===== src/rtl/fetch_pc_unit_pkg.sv =====
// Shared fetch-stage definitions: address width, reset vector and the
// fetch controller state encoding.
package fetch_pc_unit_pkg;

    localparam int FETCH_ADDR_W = 32;
    localparam logic [FETCH_ADDR_W-1:0] FETCH_RESET_ADDR = 32'h0000_0000;

    // IDLE: waiting one cycle after reset before the first request
    // REQ : request to FetchAddr is live
    // SKID: output slot and skid both full, no request until drained
    // DROP: redirected while a request was outstanding; finish it, discard data
    typedef enum logic [1:0] {
        IDLE = 2'd0,
        REQ  = 2'd1,
        SKID = 2'd2,
        DROP = 2'd3
    } fetch_state_e;

endpackage


===== src/rtl/fetch_skid_slot.sv =====
// One-entry output slot towards IF/ID backed by a single skid entry.
// The slot is what downstream sees; the skid holds the word that returned
// while the slot was stalled, and is promoted into the slot once it drains.
module fetch_skid_slot
    import fetch_pc_unit_pkg::*;
#(
    parameter int ADDR_W = FETCH_ADDR_W
) (
    input  logic              clk,
    input  logic              rst,
    input  logic              flush,
    input  logic              load_slot,
    input  logic              load_skid,
    input  logic              promote,
    input  logic              stall,
    input  logic [ADDR_W-1:0] data,
    input  logic [ADDR_W-1:0] pc,
    output logic [ADDR_W-1:0] slot_instr,
    output logic [ADDR_W-1:0] slot_pc,
    output logic              slot_valid,
    output logic              slot_free,
    output logic              slot_consumed
);

    logic [ADDR_W-1:0] slot_instr_r;
    logic [ADDR_W-1:0] slot_pc_r;
    logic              slot_valid_r;
    logic [ADDR_W-1:0] skid_instr_r;
    logic [ADDR_W-1:0] skid_pc_r;
    logic              skid_valid_r;

    assign slot_instr    = slot_instr_r;
    assign slot_pc       = slot_pc_r;
    assign slot_valid    = slot_valid_r;
    assign slot_consumed = slot_valid_r & ~stall;
    assign slot_free     = ~slot_valid_r | ~stall;

    // Slot and skid registers: flush beats promote beats new load.
    always_ff @(posedge clk or posedge rst) begin
        if (rst) begin
            slot_instr_r <= {ADDR_W{1'b0}};
            slot_pc_r    <= {ADDR_W{1'b0}};
            slot_valid_r <= 1'b0;
            skid_instr_r <= {ADDR_W{1'b0}};
            skid_pc_r    <= {ADDR_W{1'b0}};
            skid_valid_r <= 1'b0;
        end else if (flush) begin
            slot_valid_r <= 1'b0;
            skid_valid_r <= 1'b0;
        end else if (promote) begin
            slot_instr_r <= skid_instr_r;
            slot_pc_r    <= skid_pc_r;
            slot_valid_r <= skid_valid_r;
            skid_valid_r <= 1'b0;
        end else begin
            if (load_slot) begin
                slot_instr_r <= data;
                slot_pc_r    <= pc;
                slot_valid_r <= 1'b1;
            end else if (slot_consumed) begin
                slot_valid_r <= 1'b0;
            end else begin
                slot_valid_r <= slot_valid_r;
            end
            if (load_skid) begin
                skid_instr_r <= data;
                skid_pc_r    <= pc;
                skid_valid_r <= 1'b1;
            end else begin
                skid_valid_r <= skid_valid_r;
            end
        end
    end

endmodule


===== src/rtl/fetch_pc_unit.sv =====
// Fetch PC owner: holds the program counter, runs the instruction-memory
// request handshake and feeds IF/ID through a skid-buffered output slot.
// Redirects from EX/MA flush buffered work; a redirect arriving while a
// request is still outstanding lets that request finish and drops its data.
module fetch_pc_unit
    import fetch_pc_unit_pkg::*;
#(
    parameter int                ADDR_W     = FETCH_ADDR_W,
    parameter logic [ADDR_W-1:0] RESET_ADDR = FETCH_RESET_ADDR
) (
    input  logic              clk,
    input  logic              rst,
    input  logic [ADDR_W-1:0] NextAddrIn,
    input  logic              RedirectIn,
    input  logic              StallIn,
    output logic [ADDR_W-1:0] FetchAddrOut,
    output logic              IMemReqOut,
    output logic [ADDR_W-1:0] IMemAddrOut,
    input  logic              IMemRdyIn,
    input  logic [ADDR_W-1:0] IMemDataIn,
    output logic [ADDR_W-1:0] InstrOut,
    output logic [ADDR_W-1:0] PCOut,
    output logic              ValidOut
);

    fetch_state_e      state_r;
    fetch_state_e      state_nxt_s;
    logic [ADDR_W-1:0] fetch_addr_r;
    logic [ADDR_W-1:0] fetch_addr_nxt_s;
    logic [ADDR_W-1:0] target_addr_r;
    logic [ADDR_W-1:0] target_addr_nxt_s;
    logic              load_slot_s;
    logic              load_skid_s;
    logic              promote_s;
    logic              flush_s;
    logic              slot_free_s;
    logic              slot_consumed_s;

    assign FetchAddrOut = fetch_addr_r;
    assign IMemAddrOut  = fetch_addr_r;
    assign IMemReqOut   = (state_r == REQ) || (state_r == DROP);

    // Next-state, next-PC and slot control; redirect takes priority.
    always_comb begin
        state_nxt_s       = state_r;
        fetch_addr_nxt_s  = fetch_addr_r;
        target_addr_nxt_s = target_addr_r;
        load_slot_s       = 1'b0;
        load_skid_s       = 1'b0;
        promote_s         = 1'b0;
        flush_s           = 1'b0;
        if (RedirectIn) begin
            flush_s = 1'b1;
            case (state_r)
                IDLE, SKID: begin
                    fetch_addr_nxt_s = NextAddrIn;
                    state_nxt_s      = REQ;
                end
                REQ: begin
                    if (IMemRdyIn) begin
                        fetch_addr_nxt_s = NextAddrIn;
                    end else begin
                        target_addr_nxt_s = NextAddrIn;
                        state_nxt_s       = DROP;
                    end
                end
                DROP: begin
                    target_addr_nxt_s = NextAddrIn;
                    if (IMemRdyIn) begin
                        fetch_addr_nxt_s = NextAddrIn;
                        state_nxt_s      = REQ;
                    end else begin
                        state_nxt_s = DROP;
                    end
                end
                default: state_nxt_s = IDLE;
            endcase
        end else begin
            case (state_r)
                IDLE: state_nxt_s = REQ;
                REQ: begin
                    if (IMemRdyIn) begin
                        fetch_addr_nxt_s = NextAddrIn;
                        if (slot_free_s) begin
                            load_slot_s = 1'b1;
                        end else begin
                            load_skid_s = 1'b1;
                            state_nxt_s = SKID;
                        end
                    end else begin
                        state_nxt_s = REQ;
                    end
                end
                SKID: begin
                    if (slot_consumed_s) begin
                        promote_s   = 1'b1;
                        state_nxt_s = REQ;
                    end else begin
                        state_nxt_s = SKID;
                    end
                end
                DROP: begin
                    if (IMemRdyIn) begin
                        fetch_addr_nxt_s = target_addr_r;
                        state_nxt_s      = REQ;
                    end else begin
                        state_nxt_s = DROP;
                    end
                end
                default: state_nxt_s = IDLE;
            endcase
        end
    end

    // State, PC and redirect-target registers.
    always_ff @(posedge clk or posedge rst) begin
        if (rst) begin
            state_r       <= IDLE;
            fetch_addr_r  <= RESET_ADDR;
            target_addr_r <= {ADDR_W{1'b0}};
        end else begin
            state_r       <= state_nxt_s;
            fetch_addr_r  <= fetch_addr_nxt_s;
            target_addr_r <= target_addr_nxt_s;
        end
    end

    fetch_skid_slot #(
        .ADDR_W(ADDR_W)
    ) u_slot (
        .clk          (clk),
        .rst          (rst),
        .flush        (flush_s),
        .load_slot    (load_slot_s),
        .load_skid    (load_skid_s),
        .promote      (promote_s),
        .stall        (StallIn),
        .data         (IMemDataIn),
        .pc           (fetch_addr_r),
        .slot_instr   (InstrOut),
        .slot_pc      (PCOut),
        .slot_valid   (ValidOut),
        .slot_free    (slot_free_s),
        .slot_consumed(slot_consumed_s)
    );

endmodule

===== config.mk =====
export PLATFORM = sky130hd
export DESIGN_NAME = fetch_pc_unit
export DESIGN_NICKNAME = d
export VERILOG_FILES = /design/src/rtl/fetch_pc_unit_pkg.sv /design/src/rtl/fetch_skid_slot.sv /design/src/rtl/fetch_pc_unit.sv
export SDC_FILE = /design/constraint.sdc
export NUM_CORES = 1
export LEC_CHECK = 0
export CELL_PAD_IN_SITES_DETAIL_PLACEMENT = 1
export CELL_PAD_IN_SITES_GLOBAL_PLACEMENT = 1
export CORE_MARGIN = 10
export CORE_UTILIZATION = 35
export CTS_CLUSTER_DIAMETER = 150
export DETAILED_ROUTE_END_ITERATION = 6
export GPL_TIMING_DRIVEN = 1
export HOLD_SLACK_MARGIN = 0.12
export PLACE_DENSITY_LB_ADDON = 0.1
export SKIP_CTS_REPAIR_TIMING = 1
export SYNTH_ARGS = -nofsm -noshare
export SYNTH_HDL_FRONTEND = slang
export SYNTH_SLANG_ARGS = --single-unit
export TNS_END_PERCENT = 10

===== constraint.sdc =====
create_clock -name clk -period 7.4 [get_ports clk]
set_input_delay 1.48 -clock clk [delete_from_list [all_inputs] [get_ports clk]]
set_output_delay 1.48 -clock clk [all_outputs]
set_load 0.02 [all_outputs]

==> reports/metrics.yaml <==
hold_violations: 0
start_util: 0.357
cts_sinks: 196
crit_path_end_kind: "flip-flop"
path_max_fanout: 39
yosysTopAreaCellShare: 0.507
slew_headroom: 0.178
slew_violations: 0
worst_pin_slew_ns: 1.23
maxCapViolCount: 0
coreArea_sq_mm: 0.0271
tns_ns: 0
cts_buffers: 17
clock-root-buffer: "clkbuf_16"
rows: 60
cp_cell_sequence: "buf_2 -> buf_4 -> nand2b_2 -> a21o_1 -> a41oi_1"
period_share: 0.551
via_count: 7393
drc: 0
fp.dieArea_sq_mm: 0.0347
synth_area_leaders: "dfrtp_1 51%, mux2_1 6.8%, a221o_1 6.6%"
dpl_cell_area_sq_mm: 0.0116
hp-class: "flip-flop to flip-flop"
dr.pass1.iters: 4
clk_latency_ns: 0.44
drt_iter0_markers: 496
fin_util: 0.448
cts_tree: "built"
wl_um: 30400
grt_pass1_wl_um: 48300
worstPathRequired_ns: 7.63
io_buffers: 198
track_usage: 0.176
outcome: "finished, final reports clean"
worst_setup_path_start_kind: "input port"
layout-drive-gt1-share: 0.104
syn_avg_cell_area_sq_um: 12.2
total_leakage_power_nw: 5.35
die_y_um: 186
crit_type: "input port to flip-flop"
synth_seq_area_share: 0.507
routedWlPerCell_um: 23.6
ios: 199
cellPowerDensity_mw_per_mm2: 284
cp_slowest_stage_delay_ns: 1.05
grt-ovfl-total: 0
grt_setup_unrepaired: "false"
path_clk_slew_ns: 0.08
finalWorstPathRequiredPeriod_ns: 4.08
htreeDepth: 4
syn_area_sq_mm: 0.00968
syn_inst: 794
fillers: 2779
cp.arrival_ns: 4.31
dp_slack_ns: 2.79
dp_hpwl_um: 18400
cts_max_path_buffers: 2
critPathTopFamily: "compound AO/OA/AOI/OAI gates"
fin_area_sq_mm: 0.0121
detail_route.vias_per_cell: 5.75
cp_num_buf_inv: 2
synthDistinctLibCells: 36
grt_pass1_vias: 8245
synth_top_area_cell: "dfrtp_1"
fin_nets: 969
postLayoutSetupSlackWorst_ns: 3.32
fin_skew_ns: 0.0159
fmax_mhz: 245
grt_start_max_net_pins: 142
peakVddDrop_mv: 0.126
holdWs_ns: 0.481
yosys_register_bits: 196
setup-violations-final: 0
critPathSlowestCell: "a21o_1"
gp_congestion: 0.716
antenna_found_initial: 2
syn_nets: 863
yosysWarnings: 0
ant_nets: 0
area_delta_synth_final_pct: 25.4
die_w_um: 186
## per-stage QoR
step                power (W)  std cells
floorplan             0.00209        794
global placement      0.00252       1253
detailed placement    0.00257       1253
CTS                   0.00351       1284
global route          0.00365       1284
finish                0.00345       1286
## logic make-up after synthesis
| logic type | synth area share |
|---|---|
| buf+inv | 0.0709 |
| simple gates | 0.120 |
| flops | 0.507 |
| compound gates | 0.158 |
| mux | 0.145 |
## cell type report
type,count,area (sq um),share of cell area
antenna,2,5.00,0.000412
clock buffer,17,425,0.0351
clock inverter,14,143,0.0118
inverter,3,18.8,0.00155
multi-input combinational,474,4120,0.339
sequential,196,4910,0.405
tap,372,465,0.0384
timing repair buffer,208,2050,0.169
## worst reg2reg max path: cells and delay by family (launching register included)
kind / cells / cell delay (ns)
and+or+nand+nor: 1 / 0.76
DFF: 1 / 0.73
AOI/OAI and AO/OA: 2 / 1.36
## where the power goes
group	total (W)	internal (W)	switching (W)
combinational	0.00101	0.000528	0.000486
sequential	0.00152	0.00132	0.000202
clock	0.000914	0.000447	0.000467
## cell usage in the layout, fill, tap and decap left out, drive strengths merged
| cell | netlist | routed |
|---|---|---|
| diode | 0 | 2 |
| clkinv | 0 | 5 |
| o211ai | 1 | 1 |
| o22ai | 1 | 1 |
| and4bb | 1 | 1 |
| mux2i | 32 | 32 |
| a221o | 64 | 64 |
| nand4b | 1 | 1 |
| a21oi | 1 | 1 |
| nor2b | 2 | 2 |
| inv | 3 | 10 |
| a211oi | 32 | 32 |
| and2 | 1 | 1 |
| a31o | 1 | 1 |
| nand4 | 33 | 33 |
| clkdlybuf4s50 | 0 | 196 |
| clkbuf | 48 | 17 |
| a41oi | 32 | 32 |
| clkinvlp | 0 | 2 |
| o21bai | 1 | 1 |
| nor3b | 1 | 1 |
| a211o | 32 | 32 |
| nand2 | 4 | 4 |
| buf | 73 | 12 |
| and2b | 1 | 1 |
| o31ai | 1 | 1 |
| and3b | 32 | 32 |
| nand2b | 3 | 3 |
| a21o | 2 | 2 |
| nor4b | 1 | 1 |
| and3 | 64 | 64 |
| nand3 | 32 | 32 |
| mux2 | 96 | 96 |
| dfrtp | 196 | 196 |
| a22o | 1 | 1 |
| a22oi | 1 | 1 |
## cells in the mapped netlist
library cell  instances
a22o_1                1
buf_2                29
and4bb_1              1
buf_6                 5
nand3_1              32
inv_1                 2
and3_1               64
mux2_1               58
mux2_2               38
mux2i_1              32
nor3b_2               1
dfrtp_1             196
a41oi_1              32
nand2b_1              3
a211oi_1             32
a31o_2                1
nor2b_1               2
clkbuf_1             48
a221o_1              64
nor4b_2               1
a21oi_1               1
a21o_1                2
nand2_1               4
and2_1                1
o211ai_2              1
a211o_1              32
inv_2                 1
buf_4                39
o31ai_1               1
and2b_4               1
o22ai_1               1
and3b_1              32
a22oi_2               1
nand4b_1              1
nand4_1              33
o21bai_1              1
## per-layer routing
layer / track usage / part of all wire
met2: 0.295 / 0.49
met1: 0.220 / 0.43
met5: 0 / 0.00036
met3: 0.0495 / 0.069
met4: 0.0416 / 0.0083
## state kept, by name, indices dropped and copies added (netlist names)
signal	cells
u_slot.slot_pc	32
u_slot.skid_pc_r	32
u_slot.skid_valid_r	1
FetchAddrOut	32
u_slot.skid_instr_r	32
u_slot.slot_instr	32
target_addr_r	32
u_slot.slot_valid	1
state_r	2
## worst paths after layout
| path | from | to | slack (ns) | cells past startpoint |
|---|---|---|---|---|
| worst min-delay path | u_slot.skid_pc_r[8] | u_slot.skid_pc_r[8] | 0.48 | 1 |
| worst min register to register | u_slot.skid_pc_r[8] | u_slot.skid_pc_r[8] | 0.48 | 1 |
| worst max register to register | state_r[1] | FetchAddrOut[17] | 4.35 | 3 |
| worst max-delay path | IMemRdyIn | FetchAddrOut[17] | 3.32 | 5 |
| min in group asynchronous | rst | u_slot.slot_pc[5] | 1.70 | 2 |
| max in group asynchronous | rst | target_addr_r[3] | 4.33 | 3 |
Power figures use the tool's default switching activity.
